<file path="src/rtl/uart_tx_fifo.sv">
// uart_tx_fifo: byte FIFO (depth 2**ADDR_W) feeding a UART transmitter through
// a tx_start/tx_busy handshake. Define UART_TX_FIFO_FLUSH_EN to add the
// synchronous flush_i port.
module uart_tx_fifo #(
    parameter int ADDR_W = 4
) (
    input  logic              clk_i,
    input  logic              rst_ni,
    input  logic              wr_en_i,
    input  logic [7:0]        wr_data_i,
`ifdef UART_TX_FIFO_FLUSH_EN
    input  logic              flush_i,
`endif
    output logic              full_o,
    output logic              empty_o,
    output logic [ADDR_W:0]   count_o,
    output logic              overflow_o,
    output logic              tx_start_o,
    output logic [7:0]        tx_data_o,
    input  logic              tx_busy_i
);

    localparam int DEPTH = 1 << ADDR_W;
    localparam logic [ADDR_W:0] FULL_CNT = {1'b1, {ADDR_W{1'b0}}};

    typedef enum logic [1:0] {
        S_IDLE,
        S_LAUNCH,
        S_WAIT
    } state_e;

    logic [7:0]        mem_q [DEPTH];
    logic [ADDR_W-1:0] wr_ptr_q, wr_ptr_d;
    logic [ADDR_W-1:0] rd_ptr_q, rd_ptr_d;
    logic [ADDR_W:0]   count_q, count_d;
    logic              overflow_q, overflow_d;
    logic              tx_start_q, tx_start_d;
    logic [7:0]        tx_data_q, tx_data_d;
    state_e            state_q, state_d;

    logic full_w, empty_w, flush_w, push_w, pop_w;

`ifdef UART_TX_FIFO_FLUSH_EN
    assign flush_w = flush_i;
`else
    assign flush_w = 1'b0;
`endif

    // Fullness is judged before any same-cycle pop, so a write into a full
    // FIFO is dropped even when a byte leaves on that edge.
    assign full_w  = (count_q == FULL_CNT);
    assign empty_w = (count_q == '0);
    assign push_w  = wr_en_i && !full_w && !flush_w;
    assign pop_w   = (state_q == S_IDLE) && !empty_w && !tx_busy_i && !flush_w;

    // Storage is deliberately not reset; only the pointers define validity.
    always_ff @(posedge clk_i) begin
        if (push_w) mem_q[wr_ptr_q] <= wr_data_i;
    end

    // Pointer, occupancy and overflow next-state; flush wipes occupancy only.
    always_comb begin
        wr_ptr_d   = wr_ptr_q;
        rd_ptr_d   = rd_ptr_q;
        count_d    = count_q;
        overflow_d = wr_en_i && full_w && !flush_w;
        if (flush_w) begin
            wr_ptr_d = '0;
            rd_ptr_d = '0;
            count_d  = '0;
        end else begin
            if (push_w) wr_ptr_d = wr_ptr_q + ADDR_W'(1);
            if (pop_w)  rd_ptr_d = rd_ptr_q + ADDR_W'(1);
            case ({push_w, pop_w})
                2'b10:   count_d = count_q + (ADDR_W+1)'(1);
                2'b01:   count_d = count_q - (ADDR_W+1)'(1);
                default: count_d = count_q;
            endcase
        end
    end

    // Drain sequencer: launch one byte, hold until busy seen, wait for idle.
    always_comb begin
        state_d    = state_q;
        tx_start_d = tx_start_q;
        tx_data_d  = tx_data_q;
        case (state_q)
            S_IDLE: begin
                if (pop_w) begin
                    tx_data_d  = mem_q[rd_ptr_q];
                    tx_start_d = 1'b1;
                    state_d    = S_LAUNCH;
                end
            end
            S_LAUNCH: begin
                if (tx_busy_i) begin
                    tx_start_d = 1'b0;
                    state_d    = S_WAIT;
                end
            end
            S_WAIT: begin
                if (!tx_busy_i) state_d = S_IDLE;
            end
            default: begin
                tx_start_d = 1'b0;
                state_d    = S_IDLE;
            end
        endcase
    end

    // State registers with asynchronous active-low reset.
    always_ff @(posedge clk_i or negedge rst_ni) begin
        if (!rst_ni) begin
            wr_ptr_q   <= '0;
            rd_ptr_q   <= '0;
            count_q    <= '0;
            overflow_q <= 1'b0;
            tx_start_q <= 1'b0;
            tx_data_q  <= 8'h00;
            state_q    <= S_IDLE;
        end else begin
            wr_ptr_q   <= wr_ptr_d;
            rd_ptr_q   <= rd_ptr_d;
            count_q    <= count_d;
            overflow_q <= overflow_d;
            tx_start_q <= tx_start_d;
            tx_data_q  <= tx_data_d;
            state_q    <= state_d;
        end
    end

    assign full_o     = full_w;
    assign empty_o    = empty_w;
    assign count_o    = count_q;
    assign overflow_o = overflow_q;
    assign tx_start_o = tx_start_q;
    assign tx_data_o  = tx_data_q;

endmodule

</file>
<file path="config.mk">
export PLATFORM = sky130hd
export DESIGN_NAME = uart_tx_fifo
export DESIGN_NICKNAME = d
export VERILOG_FILES = /design/src/rtl/uart_tx_fifo.sv
export SDC_FILE = /design/constraint.sdc
export NUM_CORES = 1
export LEC_CHECK = 0
export CAP_MARGIN = 20
export CORE_UTILIZATION = 25
export CTS_CLUSTER_DIAMETER = 200
export DETAILED_ROUTE_END_ITERATION = 7
export PLACE_DENSITY_LB_ADDON = 0.2
export SLEW_MARGIN = 20
export SYNTH_ARGS = -nofsm -noshare
export SYNTH_HDL_FRONTEND = slang
export SYNTH_SLANG_ARGS = --single-unit
</file>
<file path="constraint.sdc">
create_clock -name clk_i -period 3.08 [get_ports clk_i]
set_input_delay 0.616 -clock clk_i [delete_from_list [all_inputs] [get_ports clk_i]]
set_output_delay 0.616 -clock clk_i [all_outputs]
set_load 0.01 [all_outputs]
</file>
==> flow_summary.ini <==
[power]
irDropWorstVdd_mv = 0.3533
power.share.sequential = 0.417
powerDensity_nw_per_um2 = 908.8
leakage_nw = 2.518
comb_power_share = 0.289
power.share.switching = 0.3072
netSwitchingPower_mw = 2.078
clkPwrFrac = 0.294
internal-power_mw = 4.685

[timing]
rsz0062_at_grt = no
whs_ns = 0.5196
setup_viol = 0
fmax_mhz = 364.4
clock-skew-final_ns = 0.008453
worst_pin_slew_ns = 0.6095
min_period_over_period = 0.8909
slew_headroom = 0.5936
hold_violations = 0
setup_slack_ns = 0.3360
layout_min_cycle_time_ns = 2.744
fin_setup_tns_ns = 0
maxSlewViolCount = 0

[worst_setup_path]
cp.required_ns = 2.46
timing.rr.start = count_o[0]
end_kind = primary output
startpoint = count_o[0]
crit_type = register to primary output
cp.arrival_ns = 2.13
cp_max_fo = 6
startpoint_type = register

[floorplanning]
die_y_um = 158.6
initial_core_util = 0.2580
die_area_um2 = 25140
ios = 29
core-area_um2 = 23750
row_count = 56
fp.dieW_um = 158.6

[grt]
grt_pass1_vias = 3266
grt_max_degree = 36
grt_use_total = 0.1128
grt.overflow.total = 0
antenna_found_initial = 0
grt_pass1_wl_mm = 19.54

[place]
gp_congestion = 0.7387
dp_hpwl_mm = 7.983
portBuffers = 28
place_ws_ns = 0.1046

[cts]
clk_pin_slew_ns = 0.06
cts_setup_buffers = 0
htreeDepth = 4
cts_sinks = 153
cts_resized = 0
insertion_delay_ns = 0.43
tritoncts = done
clockRootBuffer = clkbuf_16
cts.path.max_buffers = 2
cts_hold_buffers = 0
numCtsBuffers = 17

[layout]
fill_cells = 2313
fin_nets = 392
post-route-util = 0.3133
n_antenna_cell = 0
drive_gt1_frac = 0.2330
area_growth_pct = 21.42

[logic_synthesis]
synth.most_common_cell = edfxtp_1
synth_edf_count = 128
seq_area_frac_synth = 0.7293
ys_seq_elements = 153
yosys.cell_types.count = 39
syn_inst = 317
yosysTopAreaCell = edfxtp_1
synth_area_um2 = 6128
ys_top_cells_by_count = edfxtp_1, dfrtp_1, mux4_2
ys.flop_type = edfxtp_1
ys_warn_count = 0
async_reset_ff_frac = 0.1634
synth_top_area_share = 0.6272
synth.area.top_cells = edfxtp_1, dfrtp_1, mux4_2, mux4_1, ha_1
syn_area_per_cell_um2 = 19.33
syn-num-nets = 339

[routing]
drt-total-wl_mm = 12.86
wl_per_cell_um = 18.34
vias = 3029
ant_nets = 0
via_per_inst = 4.321
drt-initial-drc-count = 183
post-route-drc-count = 0
first_pass_iters = 5

[run]
cap_violations = 0

[hold_path]
hp-class = register to register
hp-start = state_q[0]

[run_status]
status = complete, no violations
==> routing by layer <==
metal,wire [um],share of wire,GRT usage,up-vias
met4,246,0.019,0.05495,0
met2,6430,0.50,0.1848,44
li1,-,-,-,1380
met5,0,0,0,-
met3,332,0.026,0.02531,15
met1,5848,0.45,0.1404,1590
==> path summary, 6_finish.rpt <==
| kind | to | slack [ns] | cells past startpoint |
|---|---|---|---|
| max in group asynchronous | rd_ptr_q[0] | 2.22 | 2 |
| hold reg to reg | tx_start_o | 0.52 | 1 |
| setup / recovery | empty_o | 0.34 | 4 |
| min in group asynchronous | count_o[1] | 0.57 | 2 |
| hold / removal | tx_start_o | 0.52 | 1 |
| setup reg to reg | count_o[4] | 0.52 | 8 |
==> stage by stage <==
stage | total power [mW] | std cells | cell area [um^2]
2_1_floorplan | 4.171 | 317 | 6128
3_3_place_gp | 4.858 | 670 | 6878
3_5_place_dp | 4.878 | 670 | 6878
4_1_cts | 6.887 | 701 | 7441
5_1_grt | 7.152 | 701 | 7441
6_report | 6.762 | 701 | 7441
==> cell usage in the layout, fill, tap and decap left out, types with 3 or more instances in the layout <==
cell type / synthesis / routed
o22ai_1: 16 / 16
a21oi_1: 12 / 11
dfrtp_1: 25 / 24
xnor2_1: 8 / 8
inv_1: 4 / 4
ha_1: 9 / 9
nor2_1: 14 / 14
inv_6: 0 / 4
edfxtp_1: 128 / 128
clkdlybuf4s50_1: 0 / 28
nand2_1: 13 / 13
o21ai_1: 4 / 4
clkinvlp_4: 0 / 3
buf_4: 2 / 20
mux4_2: 22 / 22
clkbuf_16: 0 / 17
xor2_1: 3 / 3
nor3_1: 4 / 4
mux2_2: 8 / 8
mux4_1: 10 / 10
==> cell families after synthesis <==
kind of cell    after synthesis  share of synthesized area
flops                       153                     0.7293
mux                          42                     0.1419
simple gates                 42                    0.03349
compound gates               38                    0.03716
buf+inv                      21                    0.02082
xor+xnor                     11                    0.01572
fa+ha+maj                    10                    0.02164
==> final cells by class <==
class                      instances  area [um^2]  area share
multi-input combinational        143         1535      0.2063
tap                              319        399.1     0.05364
clock buffer                      17        425.4     0.05717
inverter                           6        22.52    0.003027
timing repair buffer              49        450.4     0.06053
clock inverter                    14        137.6     0.01850
sequential                       153         4471      0.6008
==> worst max-delay path: stages, from the launching register on <==
cell             delay [ns]
dfrtp_1                0.48
nor4_4                 0.45
nand2_1                0.17
inv_1                  0.08
clkdlybuf4s50_1        0.52
==> flip-flops by register name (all words and copies together) (netlist names) <==
name,count
state_q,2
rd_ptr_q,4
tx_start_o,1
wr_ptr_q,4
tx_data_o,8
overflow_o,1
count_o,5
mem_q,128
==> power by group through the flow <==
stage | Sequential, mW | Combinational, mW | Clock, mW
2_1_floorplan | 2.79 | 1.38 | 0
3_3_place_gp | 2.85 | 2.01 | 0
3_5_place_dp | 2.87 | 2.01 | 0
4_1_cts | 2.83 | 2.01 | 2.04
5_1_grt | 2.86 | 2.15 | 2.14
6_report | 2.82 | 1.95 | 1.99
(Power assumes the default switching activity.)
==> patch, RTL diff (config.mk and constraints unchanged) <==
Remove the register `overflow_q`: a continuous assignment takes its place, so the output `overflow_o` follows one clock earlier.
--- a/src/rtl/uart_tx_fifo.sv
+++ b/src/rtl/uart_tx_fifo.sv
@@ -116,3 +116,2 @@
             count_q    <= '0;
-            overflow_q <= 1'b0;
             tx_start_q <= 1'b0;
@@ -124,3 +123,2 @@
             count_q    <= count_d;
-            overflow_q <= overflow_d;
             tx_start_q <= tx_start_d;
@@ -130,2 +128,4 @@
     end
+
+    assign overflow_q = overflow_d;
 
Behaviour: same outputs for any inputs over 10 cycles, from zero or initial values and one cycle with rst_ni low; that may be too few to reach the edited logic, so the function may still have changed.
==> patch against the unedited design <==
  * Global-route usage increased by 0.35 points
  * Design area decreased by 0.37%
  * Die area decreased by 0.40%
  * Core utilization about the same
  * Total power about the same
  * Sequential cell count decreased by 1
  * Combinational power decreased by 3%
  * Wire length increased by 1.2%
  * Area after synthesis decreased by 0.41%
  * Setup slack improved by 0.018 ns
  * Register-to-register slack got worse by 0.02 ns
  * Largest cell class unchanged
==> patch: results (changes against the unedited design) <==
stage	metric	value	unit	change
cts	Post-CTS Repair Setup Buffers	0		unchanged
grt	vias in the first global route	3280		+0.43%
logic_synthesis	post-synthesis sequential area ratio	72.82	%	-0.11 points
route	Pre-Repair DR Iteration Count	4		-1
run_status	status	finished clean		
logic_synthesis	top cells by instance count after synthesis	edfxtp_1, dfrtp_1, mux4_2, o22ai_1, nor2_1		
power	Max IR drop VDD	0.3419	mV	-3.2%
layout	Post-Layout Cell Count	702		+0.14%
place	DP Worst Slack	0.1001	ns	-0.004430 ns
logic_synthesis	Area contributors post-synth	edfxtp_1, dfrtp_1, mux4_2		
logic_synthesis	adder-cell share of the synthesized area	2.173	%	+0.0089 points
logic_synthesis	Synth Area in XOR/XNOR	1.579	%	+0.0064 points
power	switching power	2.091	mW	+0.64%
logic_synthesis	Post-Syn Nets	338		-0.29%
place	Area after DPL	0.006848	mm²	-0.44%
logic_synthesis	asr flop ratio synth	15.79	%	-0.55 points
grt	All-Layer GR Usage	11.62	%	+0.35 points
layout	Largest register FFs	128		unchanged
logic_synthesis	Cells after Synth	316		-0.32%
sta	Worst Skew	0.01362	ns	+0.005168 ns
cts	Resized cells post-CTS	0		unchanged
logic_synthesis	Compound-Gate Fraction of Synth Area	3.731	%	+0.015 points
route	DRT iter0 DRCs	209		+14%
sta	worst slew pin tran	0.6775	ns	+0.06795 ns
grt	largest net degree at the start of global routing	34		-5.6%
layout	layout cell share with drive strength beyond 1	23.50	%	+0.20 points
power	Static Leakage	2.514	nW	-0.19%
grt	first-pass GRT wire length	20080	µm	+2.8%
hold_path	HP Class	reg -> reg		
layout	final net count	392		unchanged
logic_synthesis	Post-synth EDFFs	128		unchanged
place	Placed Cells	670		unchanged
route	Vias	3081		+1.7%
logic_synthesis	multiplexer area fraction after synthesis	14.25	%	+0.058 points
place	RD Place Congestion	0.7269		-1.6%
place	HPWL Detailed	8154	µm	+2.1%
route	wire length per cell	18.54	µm	+1.1%
setup_path	worst-path maximum fanout	6		unchanged
place	port buffer count	28		unchanged
setup_path	worst endpoint data arrival time	2.11	ns	-0.02 ns
cts	CTS Buf Count	17		unchanged
patch: changes by cell type after synthesis:
cell,change
dfrtp_1,-1
patch: final cells by class:
class,instances,area [µm²]
Timing Repair Buffer,50,445.4
Clock inverter,14,136.4
Inverter,6,22.52
Fill cell,2374,16270
Tap cell,319,399.1
Clock buffer,18,429.2
Multi-Input combinational cell,143,1535
Sequential cell,152,4446
patch: power groups by stage:
| stage | Combinational, mW | Sequential [mW] | Clock [mW] |
|---|---|---|---|
| 6_report | 1.89 | 2.87 | 2.00 |
| 5_1_grt | 2.09 | 2.92 | 2.14 |
| 3_3_place_gp | 1.92 | 2.90 | 0 |
| 4_1_cts | 1.94 | 2.88 | 2.06 |
| 2_1_floorplan | 1.38 | 2.78 | 0 |
| 3_5_place_dp | 1.94 | 2.92 | 0 |
patch: routing by layer:
layer  share of wire (%)  vias up  GRT usage [%]  wire (µm)
met5                   0        -              0          0
met4                 1.3        0          4.396        167
met3                 4.9       13          3.559        635
met2                  48       76          18.15       6256
met1                  46     1612          15.09       5954
li1                    -     1380              -          -
patch: final timing paths:
| check | end | slack (ns) | startpoint | depth (start not counted) |
|---|---|---|---|---|
| worst max-delay path | empty_o | 0.35 | count_o[1] | 4 |
| worst min-delay path | tx_start_o | 0.52 | state_q[0] | 1 |
| worst max register to register | count_o[4] | 0.50 | count_o[1] | 8 |
| worst min register to register | tx_start_o | 0.52 | state_q[0] | 1 |
| max in group asynchronous | rd_ptr_q[0] | 2.22 | rst_ni | 2 |
| min in group asynchronous | count_o[1] | 0.57 | rst_ni | 2 |
patch: worst max-delay path: stages (launching register included):
cell and delay, ns:
dfrtp_1 0.46, nor4_4 0.47, nand2_1 0.17, inv_1 0.07
clkdlybuf4s50_1 0.52
